$ cat src/rtl/auth_access_controller.sv
// Access controller fed by the authentication comparator: grants timed unlocks or counts failures into a lockout.
// Optional build macro AUTH_ALARM_LATCH_EN adds ALARM_CLR and makes ALARM latch past the end of lockout.
module auth_access_controller #(
  parameter int MAX_ATTEMPTS   = 3,
  parameter int UNLOCK_CYCLES  = 8,
  parameter int LOCKOUT_CYCLES = 16
) (
  input  logic                              clk,
  input  logic                              rst_n,
  input  logic                              SUBMIT,
  input  logic                              AUT1,
  input  logic                              AUT2,
  input  logic                              AUT3,
`ifdef AUTH_ALARM_LATCH_EN
  input  logic                              ALARM_CLR,
`endif
  output logic                              UNLOCK,
  output logic [1:0]                        USER_ID,
  output logic                              DENIED,
  output logic                              LOCKED,
  output logic                              ALARM,
  output logic [$clog2(MAX_ATTEMPTS+1)-1:0] FAILS
);

  // state | meaning
  // IDLE  | waiting for SUBMIT, flags captured on acceptance
  // EVAL  | one cycle to decide grant or deny from captured flags
  // GRANT | UNLOCK held with USER_ID for UNLOCK_CYCLES
  // DENY  | one-cycle DENIED pulse, failure counted
  // LOCK  | LOCKED/ALARM held for LOCKOUT_CYCLES

  localparam int TMAX = (UNLOCK_CYCLES > LOCKOUT_CYCLES) ? UNLOCK_CYCLES : LOCKOUT_CYCLES;
  localparam int TW   = $clog2(TMAX + 1);
  localparam int FW   = $clog2(MAX_ATTEMPTS + 1);
  localparam logic [TW-1:0] UNLOCK_LOAD = TW'(UNLOCK_CYCLES - 1);
  localparam logic [TW-1:0] LOCK_LOAD   = TW'(LOCKOUT_CYCLES - 1);
  localparam logic [FW-1:0] FAILS_MAX   = FW'(MAX_ATTEMPTS);

  typedef enum logic [2:0] {S_IDLE, S_EVAL, S_GRANT, S_DENY, S_LOCK} state_t;

  state_t          state, state_next;
  logic [2:0]      flags;
  logic [TW-1:0]   timer;
  logic            unlock_next, denied_next, locked_next, alarm_next;
  logic [1:0]      user_id_next;
  logic [FW-1:0]   fails_next;

  always_ff @(posedge clk or negedge rst_n) begin
    if (!rst_n) begin
      state <= S_IDLE;
    end else begin
      state <= state_next;
    end
  end

  always_comb begin
    state_next = state;
    case (state)
      S_IDLE:  if (SUBMIT) state_next = S_EVAL;
      S_EVAL:  state_next = (|flags) ? S_GRANT : S_DENY;
      S_GRANT: if (timer == '0) state_next = S_IDLE;
      S_DENY:  state_next = (FAILS == FAILS_MAX) ? S_LOCK : S_IDLE;
      S_LOCK:  if (timer == '0) state_next = S_IDLE;
      default: state_next = S_IDLE;
    endcase
  end

  // Outputs are decoded from the next state and then registered, so they align with state entry.
  always_comb begin
    unlock_next  = (state_next == S_GRANT);
    denied_next  = (state_next == S_DENY);
    locked_next  = (state_next == S_LOCK);
    user_id_next = 2'd0;
    if (state_next == S_GRANT) begin
      if (flags[0])      user_id_next = 2'd1;
      else if (flags[1]) user_id_next = 2'd2;
      else if (flags[2]) user_id_next = 2'd3;
    end
    fails_next = FAILS;
    if (state == S_EVAL && state_next == S_GRANT) begin
      fails_next = '0;
    end else if (state == S_EVAL && state_next == S_DENY && FAILS != FAILS_MAX) begin
      fails_next = FAILS + FW'(1);
    end else if (state == S_LOCK && state_next == S_IDLE) begin
      fails_next = '0;
    end
`ifdef AUTH_ALARM_LATCH_EN
    alarm_next = locked_next | (ALARM & ~(ALARM_CLR & (state != S_LOCK)));
`else
    alarm_next = locked_next;
`endif
  end

  always_ff @(posedge clk or negedge rst_n) begin
    if (!rst_n) begin
      flags   <= '0;
      timer   <= '0;
      UNLOCK  <= 1'b0;
      USER_ID <= 2'd0;
      DENIED  <= 1'b0;
      LOCKED  <= 1'b0;
      ALARM   <= 1'b0;
      FAILS   <= '0;
    end else begin
      if (state == S_IDLE && SUBMIT) flags <= {AUT3, AUT2, AUT1};
      if (state_next != state) begin
        case (state_next)
          S_GRANT: timer <= UNLOCK_LOAD;
          S_LOCK:  timer <= LOCK_LOAD;
          default: timer <= '0;
        endcase
      end else if (timer != '0) begin
        timer <= timer - TW'(1);
      end
      UNLOCK  <= unlock_next;
      USER_ID <= user_id_next;
      DENIED  <= denied_next;
      LOCKED  <= locked_next;
      ALARM   <= alarm_next;
      FAILS   <= fails_next;
    end
  end

endmodule
$ cat config.mk
export PLATFORM = sky130hd
export DESIGN_NAME = auth_access_controller
export DESIGN_NICKNAME = d
export VERILOG_FILES = /design/src/rtl/auth_access_controller.sv
export SDC_FILE = /design/constraint.sdc
export NUM_CORES = 1
export LEC_CHECK = 0
export BUFFER_PORTS_ARGS = -buffer_cell sky130_fd_sc_hd__buf_2
export CORE_MARGIN = 2
export CORE_UTILIZATION = 50
export CTS_BUF_LIST = sky130_fd_sc_hd__clkbuf_8
export DETAILED_ROUTE_END_ITERATION = 10
export PLACE_DENSITY = 0.73
export SLEW_MARGIN = 20
export SYNTH_ARGS = -nofsm -noshare
export SYNTH_HDL_FRONTEND = slang
export SYNTH_SLANG_ARGS = --single-unit
$ cat constraint.sdc
create_clock -name clk -period 1.5 [get_ports clk]
set_clock_uncertainty 0.05 [all_clocks]
set_input_delay 0.15 -clock clk [delete_from_list [all_inputs] [get_ports clk]]
set_output_delay 0.15 -clock clk [all_outputs]
set_load 0.02 [all_outputs]
== Yosys cells after proc, flatten, opt, wreduce, memory -nomap -nowiden ==
Cells that the tools add are included.
Storage, ports and cells
  bits in registers: 18
  input bits: 6
  logic and storage cells: 48
Operators by class
  add/sub/neg operators: 2
  equal/unequal tests: 10
  mux-type cells: 15
  reductions and logical operators: 13
Operator list (count)
  $mux W2: 7
  $eq A3 B2 Y1 const B: 4
  $pmux W3 S4: 1
  $mux W5: 2
  $mux W3: 3
  $pmux W4 S2: 1
  $eq A3 B3 Y1 const B: 2
  $logic_not A3 Y1: 2
  $logic_and A1 B1 Y1: 5
  $logic_not A5 Y1: 1
  $reduce_bool A5 Y1: 1
  $sub A5 B1 Y5 const B: 1
  $eq A3 B1 Y1 const B: 1
  $ne A3 B3 Y1: 1
  $reduce_bool A3 Y1: 1
  $reduce_or A3 Y1: 1
  $add A2 B1 Y2 const B: 1
  $eq A2 B2 Y1 const B: 1
  $ne A2 B2 Y1 const B: 1
  $reduce_bool A2 Y1: 1
  $reduce_or A2 Y1: 1
  $mux W1: 1

== Depth between registers and ports, before layout ==
  depth after elaboration: 8
  depth in mapped cells: 7
  gate-level depth less buffers: 6

== Worst setup path before layout ==
OpenSTA, ideal clock, no wires.
  kind: reg2reg
  start point: register timer[0]
  end point: register FAILS[0]
  library setup time: 0.125 ns
  data arrival time: 1.364 ns
  required time: 1.325 ns
  slack: -0.039 ns
  stages on the path, launching flop included: 7
  clock period less this slack: 1.539 ns
  cell sequence: dfrtp_1 > inv_1 > ha_1 > nor4b_4 > buf_6 > a32oi_1 > mux2_4
On the way
  word-level cells in the longest chain between the ends: 8
RTL lines
  start: declaration: line 43  | logic [TW-1:0] timer;
  start signal: assignment: line 113  | timer <= timer - TW'(1);
  $logic_not A5 Y1 (*): line 61, 63
  $mux W3 (*): line 61, 63
  $pmux W3 S4 (*): line 58  | case (state)
  $eq A3 B2 Y1: line 82  | end else if (state == S_EVAL && state_next == S_DENY && FAILS != FAILS_MAX) begin
  $logic_and A1 B1 Y1 (2 in a row): line 82
  $mux W2: line 82
  $mux W2: line 80  | if (state == S_EVAL && state_next == S_GRANT) begin
  end signal: assignment: line 120  | FAILS <= fails_next;
  end: declaration: line 22  | output logic [$clog2(MAX_ATTEMPTS+1)-1:0] FAILS
Every way passes the cells marked *; elsewhere a longest branch is shown, timed or not.
A chain may end at the register's enable or synchronous reset.

== Final worst setup path ==
  start point: register timer[0]
  end point: register timer[2]
On the way
  word-level cells in the longest chain between the ends: 6
RTL lines
  $logic_not A5 Y1: line 61, 63
  $mux W3: line 61, 63
  $pmux W3 S4: line 58
  $eq A3 B3 Y1 or $eq A3 B2 Y1 (tied branches): line 107  | case (state_next)
  $pmux W4 S2: line 107
  $mux W5: line 106  | if (state_next != state) begin
Parallel ways exist; a longest one is shown, timed or not. The select of a mux whose other input is x is not followed.

==> summary.txt <==
Floorplan
  – DIE AREA: 0.00222 sq mm
  – Row count: 15
  – I/O pins: 14
  – Core ar.: 0.00175 sq mm
  – Die Width: 47.1 microns
  – Die Y: 47.1 microns
  – Starting Density: 0.532

Timing
  – Fin Setup TNS: -0.328 ns
  – Unrepaired setup endpoints after global routing: true
  – Final Hold Vio Count: 0
  – Fin. max-slew vios: 0
  – Final setup fails: 8
  – Final WS setup: -0.0507 ns
  – Tightest Pin Transition: 0.385 ns
  – Crit share post-route: 1.03
  – Max transition margin: 0.743
  – Crit path time final: 1.55 ns
  – Fmax: 0.645 GHz

Critical path
  – Worst-path fanout max: 4
  – Crit-path cells: inv_2 > ha_4 > nor4b_4 > buf_4 > nor2_2 > a22oi_4 > o41ai_2
  – Setup CP Type: reg -> reg
  – CP max stage delay: 0.39 ns
  – CP arrival: 1.63 ns
  – Slowest-stage cell, CP: dfrtp_1
  – CP Capture Type: flip-flop
  – Critical Path Start Type: flip-flop
  – WP data required: 1.58 ns

Flow run
  – Max cap viols: 0

Final layout
  – Final #Nets: 120
  – Final std cells w/o fill: 135
  – FILL cells: 145
  – N_diodes: 0
  – Layout cells sized above 1: 0.427
  – Area Growth Syn to Fin: 27.1%

Yosys
  – Register area share after synthesis: 0.485
  – Post-synthesis cell area: 928 sq um
  – Ys Warns: 0
  – Cells after synthesis: 83
  – Unique cell type count in the Yosys netlist: 32
  – Post-synthesis net count: 92
  – Avg Inst Size Synth: 11.2 sq um
  – Yosys reg bits: 18

Clocking
  – CTS Sinks: 18
  – Clock buffer count from CTS: 3
  – Clock transition at path regs: 0.07 ns
  – CTS root buf: clkbuf_8
  – CTS tree: built
  – Deepest clock path buffer count: 2
  – Latest clock arrival within the worst-skew pair: 0.25 ns
  – H-tree depth: 1

Run status
  – Status: finished with violations
  – Failing checks: setup timing

Routing
  – Total wire length: 1.64 mm
  – DRT iter0 DRCs: 6
  – Routed wire per std cell: 12.1 microns
  – Vias: 666
  – Routed Antenna Nets: 0
  – Via density: 4.93
  – Number of remaining DRC errors: 0
  – Pre-antenna DRT Iters: 4

Global routing
  – Residual overflow from global routing: 0
  – Number of global-route vias before repair: 653
  – Total Routing Usage GR: 0.182
  – First-pass GRT wire length: 2.79 mm
  – Antenna violations before repair: 0
  – Largest net degree at the start of global routing: 19

Placed design
  – Count of port buffers added during placement: 13
  – GPL Wtd Cong: 0.794
  – Dpl cells: 127
  – Post-DP HPWL: 1.24 mm

Min path
  – Hold Crit Class: in -> reg

Power and ir drop
  – VDD IR max: 1.24 mV
  – LEAKAGE: 0.595 nW
  – PwrDens: 2230 mW/mm^2
## metal layers
layer | vias to the layer above | routed length (microns) | part of all wire | global-route usage
li1 | 342 | - | - | -
met1 | 313 | 807 | 0.49 | 0.253
met2 | 9 | 783 | 0.48 | 0.282
met3 | 2 | 32 | 0.020 | 0.0346
met4 | 0 | 14 | 0.0086 | 0.0667
met5 | - | 0 | 0 | 0
## cell usage after synthesis
cell,instances,area (sq um)
a22o_1,1,8.76
o41ai_1,2,17.5
o31ai_1,1,7.51
mux2i_1,1,10.0
nand2b_1,1,6.26
xnor2_1,3,26.3
a21oi_1,3,15.0
mux2_2,2,22.5
nand3_1,1,5.00
buf_6,1,11.3
buf_2,1,5.00
ha_1,3,37.5
nor3_1,5,25.0
inv_1,6,22.5
o21ai_0,2,10.0
nand2_1,7,26.3
a32oi_1,1,8.76
o21ai_2,1,8.76
a22oi_4,1,21.3
mux2_4,1,15.0
dfrtp_1,18,450
nor2_2,1,6.26
buf_4,2,15.0
inv_2,1,3.75
nor2b_1,2,12.5
o31ai_2,1,12.5
nor4b_2,1,15.0
nor2_1,8,30.0
nor4b_4,1,23.8
nor3b_1,1,7.51
o41ai_2,2,32.5
a21oi_2,1,8.76
## metrics by stage
| step | setup slack (ns) | utilization | hold slack, ns | area (sq um) | power (W) |
|---|---|---|---|---|---|
| finish | -0.0507 | 0.676 | 0.0542 | 1180 | 0.00263 |
| global route | -0.176 | 0.676 | 0.0781 | 1180 | 0.00283 |
| CTS | -0.0560 | 0.665 | 0.0616 | 1160 | 0.00258 |
| detailed placement | -0.0680 | 0.624 | 0.0458 | 1090 | 0.00215 |
| global placement | -0.0301 | 0.624 | 0.0416 | 1090 | 0.00211 |
| floorplan | 0.000501 | - | -0.196 | 948 | 0.00179 |
## layout make-up
type                    count  area [sq um]  share of cell area
flip-flops and latches     18           450               0.382
clock buffers               4          55.1              0.0467
multi-input cells          54           440               0.373
repair buffers             27           176               0.150
inverters                   7          26.3              0.0223
well taps                  25          31.3              0.0265
## cell families after synthesis
kind of cell               Yosys count  synth area share
DFF                                 18             0.485
muxes                                4            0.0512
adders and majority gates            3            0.0404
buffers and inverters               11            0.0620
xor gates and xnor gates             3            0.0283
AOI/OAI and AO/OA                   16             0.163
and+or+nand+nor                     28             0.170
## worst max-delay path: cells and delay by family (launching register included)
kind / cells / cell delay (ns)
AOI/OAI and AO/OA: 2 / 0.28
adders and majority gates: 1 / 0.13
buffers and inverters: 2 / 0.27
DFF: 1 / 0.39
and+or+nand+nor: 2 / 0.32
## report_power, final
part / switching [W] / leakage [nW] / internal, W / total [W]
logic: 0.000705 / 0.331 / 0.000724 / 0.00143
clock network: 0.000162 / 0.0288 / 0.000233 / 0.000395
registers: 0.000142 / 0.235 / 0.000668 / 0.000810
## flip-flops by register name (all words and copies together) (netlist names)
name     count
state        3
FAILS        2
UNLOCK       1
flags        3
ALARM        1
DENIED       1
USER_ID      2
timer        5
## cell usage in the layout, fill, tap and decap left out, types with 2 or more instances in the layout
cell / netlist / final
a21oi_1: 3 / 3
buf_2: 1 / 13
buf_4: 2 / 12
clkbuf_8: 0 / 4
dfrtp_1: 18 / 18
ha_1: 3 / 2
inv_1: 6 / 4
inv_2: 1 / 3
mux2_2: 2 / 2
nand2_1: 7 / 7
nor2_1: 8 / 8
nor2b_1: 2 / 2
nor3_1: 5 / 5
o21ai_0: 2 / 2
o41ai_1: 2 / 2
o41ai_2: 2 / 2
xnor2_1: 3 / 3
## path summary, 6_finish.rpt
kind	startpoint	end	slack (ns)	cells past startpoint
min	AUT2	flags[1]	0.05	3
max	timer[0]	timer[2]	-0.05	7
max in group asynchronous	rst_n	ALARM	0.83	2
min reg2reg	flags[0]	USER_ID[1]	0.45	1
max reg2reg	timer[0]	timer[2]	-0.05	7
min in group asynchronous	rst_n	state[0]	0.30	2
## timing repair
action,in CTS,in global routing
buffers inserted,1,2
endpoints found under the hold margin,18,0
pin swaps,4,4
endpoints found under the setup margin,8,10
gates resized for setup,0,1
cloned,0,0
hold buffers,1,0
No activity file was read; power rests on OpenSTA's default activity.
